### config.mk
export PLATFORM = sky130hd
export DESIGN_NAME = drive_controller
export DESIGN_NICKNAME = d
export VERILOG_FILES = /design/src/rtl/drive_controller.sv
export SDC_FILE = /design/constraint.sdc
export NUM_CORES = 1
export LEC_CHECK = 0
export CORE_ASPECT_RATIO = 1.25
export CORE_MARGIN = 8
export CORE_UTILIZATION = 54
export DETAILED_ROUTE_END_ITERATION = 6
export PLACE_DENSITY = 0.81
export SETUP_SLACK_MARGIN = 0.4
export SLEW_MARGIN = 20
export SYNTH_ARGS = -nofsm -noshare
export SYNTH_HDL_FRONTEND = slang
export SYNTH_SLANG_ARGS = --single-unit
### constraint.sdc
create_clock -name sys_clk -period 2.1 [get_ports sys_clk]
set_clock_uncertainty 0.1 [all_clocks]
set_input_delay 0.21 -clock sys_clk [delete_from_list [all_inputs] [get_ports sys_clk]]
set_output_delay 0.21 -clock sys_clk [all_outputs]
set_load 0.02 [all_outputs]
### src/rtl/drive_controller.sv
// Manual-drive controller: input synchronisers, hold-to-start power latch, 4-state drive FSM
// with clutch/reverse interlock and turn-light blinkers. Optional macro OBSTACLE_STOP_EN adds detector inputs.
module drive_controller #(
    parameter int PWR_HOLD_CYC   = 100_000_000,
    parameter int BLINK_HALF_CYC = 50_000_000,
    parameter int CNT_W          = 27
) (
    input  logic       sys_clk,
    input  logic       rst,
    input  logic       power_on,
    input  logic       power_off,
    input  logic       clutch,
    input  logic       throttle,
    input  logic       brake,
    input  logic       reverse,
    input  logic       turn_left,
    input  logic       turn_right,
`ifdef OBSTACLE_STOP_EN
    input  logic       front_detector,
    input  logic       back_detector,
`endif
    output logic       power,
    output logic [1:0] car_state,
    output logic [3:0] moving_state,
    output logic       turn_left_light,
    output logic       turn_right_light
);

    typedef enum logic [1:0] {
        ST_OFF          = 2'b00,
        ST_NOT_STARTING = 2'b01,
        ST_STARTING     = 2'b10,
        ST_MOVING       = 2'b11
    } state_e;

    localparam logic [CNT_W-1:0] HOLD_LAST  = CNT_W'(PWR_HOLD_CYC - 1);
    localparam logic [CNT_W-1:0] BLINK_LAST = CNT_W'(BLINK_HALF_CYC - 1);

    // Two-flop synchronisers, one bit per asynchronous level input.
    logic [7:0] raw_in;
    logic [7:0] sync1_q;
    logic [7:0] sync2_q;

    logic power_on_s, power_off_s, clutch_s, throttle_s;
    logic brake_s, reverse_s, turn_left_s, turn_right_s;

    assign raw_in = {turn_right, turn_left, reverse, brake, throttle, clutch, power_off, power_on};

    assign power_on_s   = sync2_q[0];
    assign power_off_s  = sync2_q[1];
    assign clutch_s     = sync2_q[2];
    assign throttle_s   = sync2_q[3];
    assign brake_s      = sync2_q[4];
    assign reverse_s    = sync2_q[5];
    assign turn_left_s  = sync2_q[6];
    assign turn_right_s = sync2_q[7];

    always_ff @(posedge sys_clk or negedge rst) begin
        if (!rst) begin
            sync1_q <= '0;
            sync2_q <= '0;
        end else begin
            sync1_q <= raw_in;
            sync2_q <= sync1_q;
        end
    end

    state_e           state_q, state_d;
    logic             power_q, power_d;
    logic             dir_q, dir_d;
    logic [CNT_W-1:0] hold_cnt_q, hold_cnt_d;
    logic [CNT_W-1:0] blink_cnt_q, blink_cnt_d;
    logic             phase_q, phase_d;
    logic             act_l_q, act_l_d;
    logic             act_r_q, act_r_d;
    logic [3:0]       moving_state_q, moving_state_d;
    logic             light_l_q, light_l_d;
    logic             light_r_q, light_r_d;
    logic             stall;
    logic             obstacle;

    // Detector facing the current direction of travel; detectors arrive already synchronous.
`ifdef OBSTACLE_STOP_EN
    assign obstacle = dir_q ? back_detector : front_detector;
`else
    assign obstacle = 1'b0;
`endif

    always_ff @(posedge sys_clk or negedge rst) begin
        if (!rst) begin
            state_q <= ST_OFF;
        end else begin
            state_q <= state_d;
        end
    end

    always_comb begin
        state_d = state_q;
        stall   = 1'b0;
        case (state_q)
            ST_OFF: begin
                if (power_q) state_d = ST_NOT_STARTING;
            end
            ST_NOT_STARTING: begin
                if (throttle_s && !brake_s) begin
                    if (clutch_s) state_d = ST_STARTING;
                    else          stall   = 1'b1;
                end
            end
            ST_STARTING: begin
                if (brake_s)                                   state_d = ST_NOT_STARTING;
                else if (throttle_s && !clutch_s && !obstacle) state_d = ST_MOVING;
            end
            ST_MOVING: begin
                if (brake_s)                               state_d = ST_NOT_STARTING;
                else if (obstacle)                         state_d = ST_STARTING;
                else if (!throttle_s || clutch_s)          state_d = ST_STARTING;
                else if ((reverse_s != dir_q) && !clutch_s) stall  = 1'b1;
            end
            default: state_d = ST_OFF;
        endcase
        // Kill switch, stall and lost power all override the per-state transitions.
        if (power_off_s || stall || !power_q) state_d = ST_OFF;
    end

    always_comb begin
        power_d    = power_q;
        hold_cnt_d = '0;
        if (power_off_s || stall) begin
            power_d = 1'b0;
        end else if (!power_q && power_on_s) begin
            if (hold_cnt_q == HOLD_LAST) power_d    = 1'b1;
            else                         hold_cnt_d = hold_cnt_q + 1'b1;
        end
    end

    always_comb begin
        dir_d = dir_q;
        if ((state_q != ST_MOVING) || clutch_s) dir_d = reverse_s;
    end

    always_comb begin
        moving_state_d    = 4'b0000;
        moving_state_d[0] = (state_d == ST_MOVING) && !dir_d;
        moving_state_d[1] = (state_d == ST_MOVING) && dir_d;
        moving_state_d[2] = ((state_d == ST_STARTING) || (state_d == ST_MOVING)) &&
                            turn_left_s && !turn_right_s;
        moving_state_d[3] = ((state_d == ST_STARTING) || (state_d == ST_MOVING)) &&
                            turn_right_s && !turn_left_s;
    end

    // One shared blink timebase; any newly raised request restarts it so hazards blink in phase.
    always_comb begin
        act_l_d     = power_d && turn_left_s;
        act_r_d     = power_d && turn_right_s;
        blink_cnt_d = '0;
        phase_d     = 1'b0;
        if (act_l_d || act_r_d) begin
            if ((act_l_d && !act_l_q) || (act_r_d && !act_r_q)) begin
                blink_cnt_d = '0;
                phase_d     = 1'b1;
            end else if (blink_cnt_q == BLINK_LAST) begin
                blink_cnt_d = '0;
                phase_d     = !phase_q;
            end else begin
                blink_cnt_d = blink_cnt_q + 1'b1;
                phase_d     = phase_q;
            end
        end
        light_l_d = act_l_d && phase_d;
        light_r_d = act_r_d && phase_d;
    end

    always_ff @(posedge sys_clk or negedge rst) begin
        if (!rst) begin
            power_q        <= 1'b0;
            dir_q          <= 1'b0;
            hold_cnt_q     <= '0;
            blink_cnt_q    <= '0;
            phase_q        <= 1'b0;
            act_l_q        <= 1'b0;
            act_r_q        <= 1'b0;
            moving_state_q <= 4'b0000;
            light_l_q      <= 1'b0;
            light_r_q      <= 1'b0;
        end else begin
            power_q        <= power_d;
            dir_q          <= dir_d;
            hold_cnt_q     <= hold_cnt_d;
            blink_cnt_q    <= blink_cnt_d;
            phase_q        <= phase_d;
            act_l_q        <= act_l_d;
            act_r_q        <= act_r_d;
            moving_state_q <= moving_state_d;
            light_l_q      <= light_l_d;
            light_r_q      <= light_r_d;
        end
    end

    assign power            = power_q;
    assign car_state        = state_q;
    assign moving_state     = moving_state_q;
    assign turn_left_light  = light_l_q;
    assign turn_right_light = light_r_q;

endmodule

* Yosys cells after proc, flatten, opt, wreduce, memory -nomap -nowiden
Index checks and enable logic that the tools add are counted.
** Cells by class
- $add $sub $neg :: 2
- Eq/ne operators :: 9
- Mux-type cells :: 28
- Reduce and logical (&&, ||, !) cells :: 34
** Operators with widths (count)
- 2-to-1 mux 27 bit :: 6
- adder 27 x 1 -> 27 bit, second input constant :: 2
- equality test 27 x 26 -> 1 bit, second input constant :: 1
- equality test 27 bit, second input constant :: 1
- logical AND 1 bit :: 16
- 2-to-1 mux 2 bit :: 8
- 2-to-1 mux 1 bit :: 12
- logical NOT 1 bit :: 10
- equality test 2 bit, second input constant :: 4
- one-hot mux 2 bit (4 select lines) :: 1
- logical OR 1 bit :: 7
- equality test 2 x 1 -> 1 bit, second input constant :: 1
- logical NOT 2 bit :: 1
- != test 2 bit, second input constant :: 1
- one-hot mux 1 bit (2 select lines) :: 1
- != test 1 bit :: 1
** Storage, ports and cells
- Bits in registers :: 83
- Input port bits :: 10
- Output and inout bits :: 9
- Word-level logic and storage cells :: 86

* Depth between registers and ports, before layout
- Depth after elaboration :: 14
- Gate-level depth with buffers :: 8
- Gate-level depth less buffers :: 6

* Worst setup path after synthesis
Ideal clock, no wire load.
- Kind :: register -> register
- Start point :: register hold_cnt_q[0]
- End point :: register blink_cnt_q[17]
- Setup time :: 80 ps
- Arrival time :: 1864 ps
- Required time :: 1920 ps
- Setup slack :: 56 ps
- Stages on the path, launching flop included :: 9
- Buffers on the path :: 2
- Period minus slack after synthesis :: 2044 ps
- Cells stage by stage :: dfrtp_1 -> ha_1 -> nand3_2 -> nor4_4 -> nand4_1 -> a211o_1 -> buf_6 -> buf_6 -> nor3_2
** On the way
- Longest elaborated chain between the ends :: 9
- Elaborated cells between the ends (all ways) :: 12
- Classes of those cells :: eq/ne (1); mux (5); reduce/logical (6)
** Ends and longest elaborated chain
- start, declared :: line 71 : logic [CNT_W-1:0] hold_cnt_q, hold_cnt_d;
- start signal, assigned :: line 189 : hold_cnt_q <= hold_cnt_d;
- equality test 27 bit (*) :: line 132 : if (hold_cnt_q == HOLD_LAST) power_d = 1'b1;
- 2-to-1 mux 1 bit (*) :: line 132
- 2-to-1 mux 1 bit (*) :: line 131 : end else if (!power_q && power_on_s) begin
- 2-to-1 mux 1 bit (*) :: line 129 : if (power_off_s || stall) begin
- logical AND 1 bit, on equally long branches :: line 154, 155
- logical AND 1 bit :: line 159 : if ((act_l_d && !act_l_q) || (act_r_d && !act_r_q)) begin
- logical OR 1 bit :: line 159
- 2-to-1 mux 27 bit :: line 159
- 2-to-1 mux 27 bit (*) :: line 158 : if (act_l_d || act_r_d) begin
- named net blink_cnt_d[17] :: line 72 : logic [CNT_W-1:0] blink_cnt_q, blink_cnt_d;
- end signal, assigned :: line 190 : blink_cnt_q <= blink_cnt_d;
- end, declared :: line 72
Mark *: on every way through the listed nets, which the timed path passes. The rest lies on a longest branch.

* Worst setup path after layout
- Start point :: register hold_cnt_q[1]
- End point :: register blink_cnt_q[5]
Same word-level chain as after synthesis.

==> impl_metrics.tcl <==
set metrics [dict create \
    wirelength_um 7778 \
    ys_top_cells_by_area "dfrtp_1 (56%), xnor2_1 (7.0%), nor2_1 (5.4%), xor2_1 (5.2%), nand4_1 (2.8%)" \
    synth_cell_type_count 39 \
    hold_viol 0 \
    ys_warn_count 0 \
    placed_cell_area_mm2 0.004096 \
    synth-compound-area-share_pct 1.874 \
    pre_cts_ws_ns 0.1452 \
    die-area_mm2 0.009861 \
    synth_xor_area_share_pct 12.18 \
    place_congestion 0.8165 \
    layout-drive-gt1-share_pct 27.05 \
    portBuffers 18 \
    yosysTopAreaCellShare_pct 55.54 \
    max-vdd-ir-drop_uv 613.5 \
    grt_overflow 0 \
    grt_max_degree 41 \
    ioPinCount 19 \
    critPathMaxStageDelay_ns 0.41 \
    cts_tree "built" \
    drc 0 \
    fin_nets 410 \
    end_kind "flop" \
    yosys.area_share.simple_pct 26.26 \
    relSlewSlack_pct 66.95 \
    drv_cap 0 \
    p_comb_share_pct 3.3 \
    arrival_ns 2.13 \
    drtIter0Drc 84 \
    core_mm2 0.006849 \
    p_switching_mw 0.7446 \
    path_clk_slew_ns 0.10 \
    p_clk_share_pct 40.0 \
    hp-class "in2reg" \
    vias 2704 \
    ant_nets 0 \
    switching_share_pct 25.95 \
    fmax_mhz 514.8 \
    vias_per_cell 5.485 \
    synth_cells 348 \
    root_buffer "clkbuf_8" \
    outcome "finished clean" \
    crit_path_start_kind "flop" \
    synthMuxAreaShare_pct 0.3011 \
    cp.required_ns 2.29 \
    cts_htree_levels 3 \
    clock_latency_ns 0.37 \
    rsz0062_at_grt "yes" \
    diodes 0 \
    crit_type "reg2reg" \
    die_h_um 109.0 \
    min_period_ns 1.943 \
    pwr-share-seq_pct 56.7 \
    start_util_pct 54.60 \
    path_cells "ha_4 > nand3_4 > nor4_4 > nand4_1 > a211o_1 > buf_12 > nor3_1" \
    avgRoutedWirePerCell_um 15.78 \
    synth-main-ff-cell "dfrtp_1" \
    grt_usage_pct 16.15 \
    synth_edf_count 0 \
    setup_viol 0 \
    die_w_um 90.44 \
    slowest_stage "dfrtp_1" \
    synth.most_common_cell "dfrtp_1" \
    cp_num_buf_inv 1 \
    stdcell_area_mm2 0.004695 \
    synth_common_cells "dfrtp_1 (83), nor2_1 (54), xnor2_1 (30)" \
    cp_top_family "simple AND/OR/NAND/NOR gates" \
    antenna_found_initial 0 \
    yosysSeqAreaShare_pct 55.54 \
    leakagePower_nw 1.967 \
    dr.pass1.iters 4 \
    cts.sinks 83 \
    post-route-util_pct 68.54 \
    max_slew.worst_pin.slew_ns 0.4957 \
    tns_ns 0 \
    grt_first_pass_wirelength_um 12650 \
    cts_max_path_buffers 2 \
    final_max_slew_viol_count 0 \
    cts_buffers 9 \
    fin_crit_sh_pct 92.50 \
    rows 34 \
    synthArstFlopShare_pct 100.0 \
    internal_power_mw 2.125 \
    syn_nets 360 \
    syn_area_mm2 0.003740 \
    hpwl_um 4680 \
    synthAdderAreaFrac_pct 0.6691 \
    setup_ws_ns 0.1575 \
    grt_pass1_vias 2811 \
    synth_top_area_cell "dfrtp_1" \
    power-per-cell-area_mw_per_mm2 611.3 \
    crit_fanout 27 \
    synth_top_family_by_area "simple AND/OR/NAND/NOR gates" \
    fin_hold_ws_ns 0.1640 \
    avgSynthCellArea_um2 10.75 \
    ys_ff_latch 83 \
    area_growth_pct 25.53 \
]
per-stage QoR:
step	power (mW)	std cells
final	2.870	493
after global placement	1.734	454
after CTS	2.878	486
after detailed placement	1.737	454
after global routing	2.983	493
after floorplan	1.678	348
layer usage:
metal | part of all wire, % | track usage (%) | vias up
met2 | 54 | 29.03 | 51
met4 | 2.4 | 10.97 | 0
met5 | 0 | 0 | -
met1 | 40 | 17.03 | 1343
li1 | - | - | 1290
met3 | 3.4 | 3.168 | 20
cell usage in the layout (no fill, tap or decap), types with 3 or more instances in the layout:
| master | n |
|---|---|
| clkbuf_8 | 9 |
| nor2_1 | 48 |
| nor2_2 | 6 |
| inv_1 | 10 |
| and3_1 | 7 |
| nor3_2 | 15 |
| xor2_1 | 22 |
| nor4_2 | 7 |
| xnor2_1 | 29 |
| buf_4 | 33 |
| inv_8 | 3 |
| dfrtp_2 | 4 |
| and4_1 | 4 |
| nand2b_1 | 4 |
| nand4_1 | 17 |
| nand2_1 | 18 |
| nand3_1 | 15 |
| dfrtp_1 | 79 |
| clkdlybuf4s50_1 | 14 |
| nor3_1 | 11 |
power groups by stage:
stage,clock network (mW),registers (mW),logic [mW]
final,1.15,1.63,0.0958
after global routing,1.25,1.63,0.107
after CTS,1.16,1.62,0.0899
after detailed placement,0,1.66,0.0795
after global placement,0,1.66,0.0773
after floorplan,0,1.66,0.0221
cell families after synthesis:
group / Yosys count
mux: 1
flops: 83
fa+ha+maj: 2
simple gates: 176
xor+xnor: 52
buf+inv: 25
compound gates: 9
worst register-to-register path, stage by stage, from the launching register on:
cell	delay [ns]
dfrtp_1	0.41
ha_4	0.18
nand3_4	0.12
nor4_4	0.19
nand4_1	0.17
a211o_1	0.32
buf_12	0.18
nor3_1	0.21
state kept, by name, summed over array words and instances, names as in the netlist:
register	cells
dir_q	1
blink_cnt_q	27
sync1_q	8
hold_cnt_q	27
act_l_q	1
turn_right_light	1
act_r_q	1
sync2_q	8
moving_state	4
turn_left_light	1
phase_q	1
power	1
car_state	2
what timing repair did:
action	CTS	global route
endpoints found under the hold margin	37	0
endpoints found under the setup margin	65	65
pin swaps	5	6
hold buffers	1	0
gates resized for setup	23	27
buffers inserted	15	7
final cells by class:
cell class                 instances  area (µm²)
timing repair buffer              54       483.0
inverter                          10       37.54
clock buffer                       9       123.9
sequential                        83        2082
fill                             452        2155
tap                               90       112.6
multi-input combinational        240        1779
clock inverter                     7       76.32
path summary, 6_finish.rpt:
check                                    from               to  slack (ns)  cells after the start
worst max register to register  hold_cnt_q[1]   blink_cnt_q[5]        0.16                      7
worst max-delay path            hold_cnt_q[1]   blink_cnt_q[5]        0.16                      7
max in group asynchronous                 rst    hold_cnt_q[5]        0.99                      3
worst min register to register     sync1_q[7]       sync2_q[7]        0.26                      0
min in group asynchronous                 rst  blink_cnt_q[22]        0.24                      2
worst min-delay path                    brake       sync1_q[4]        0.16                      1
No activity file was read; power rests on OpenSTA's default activity.
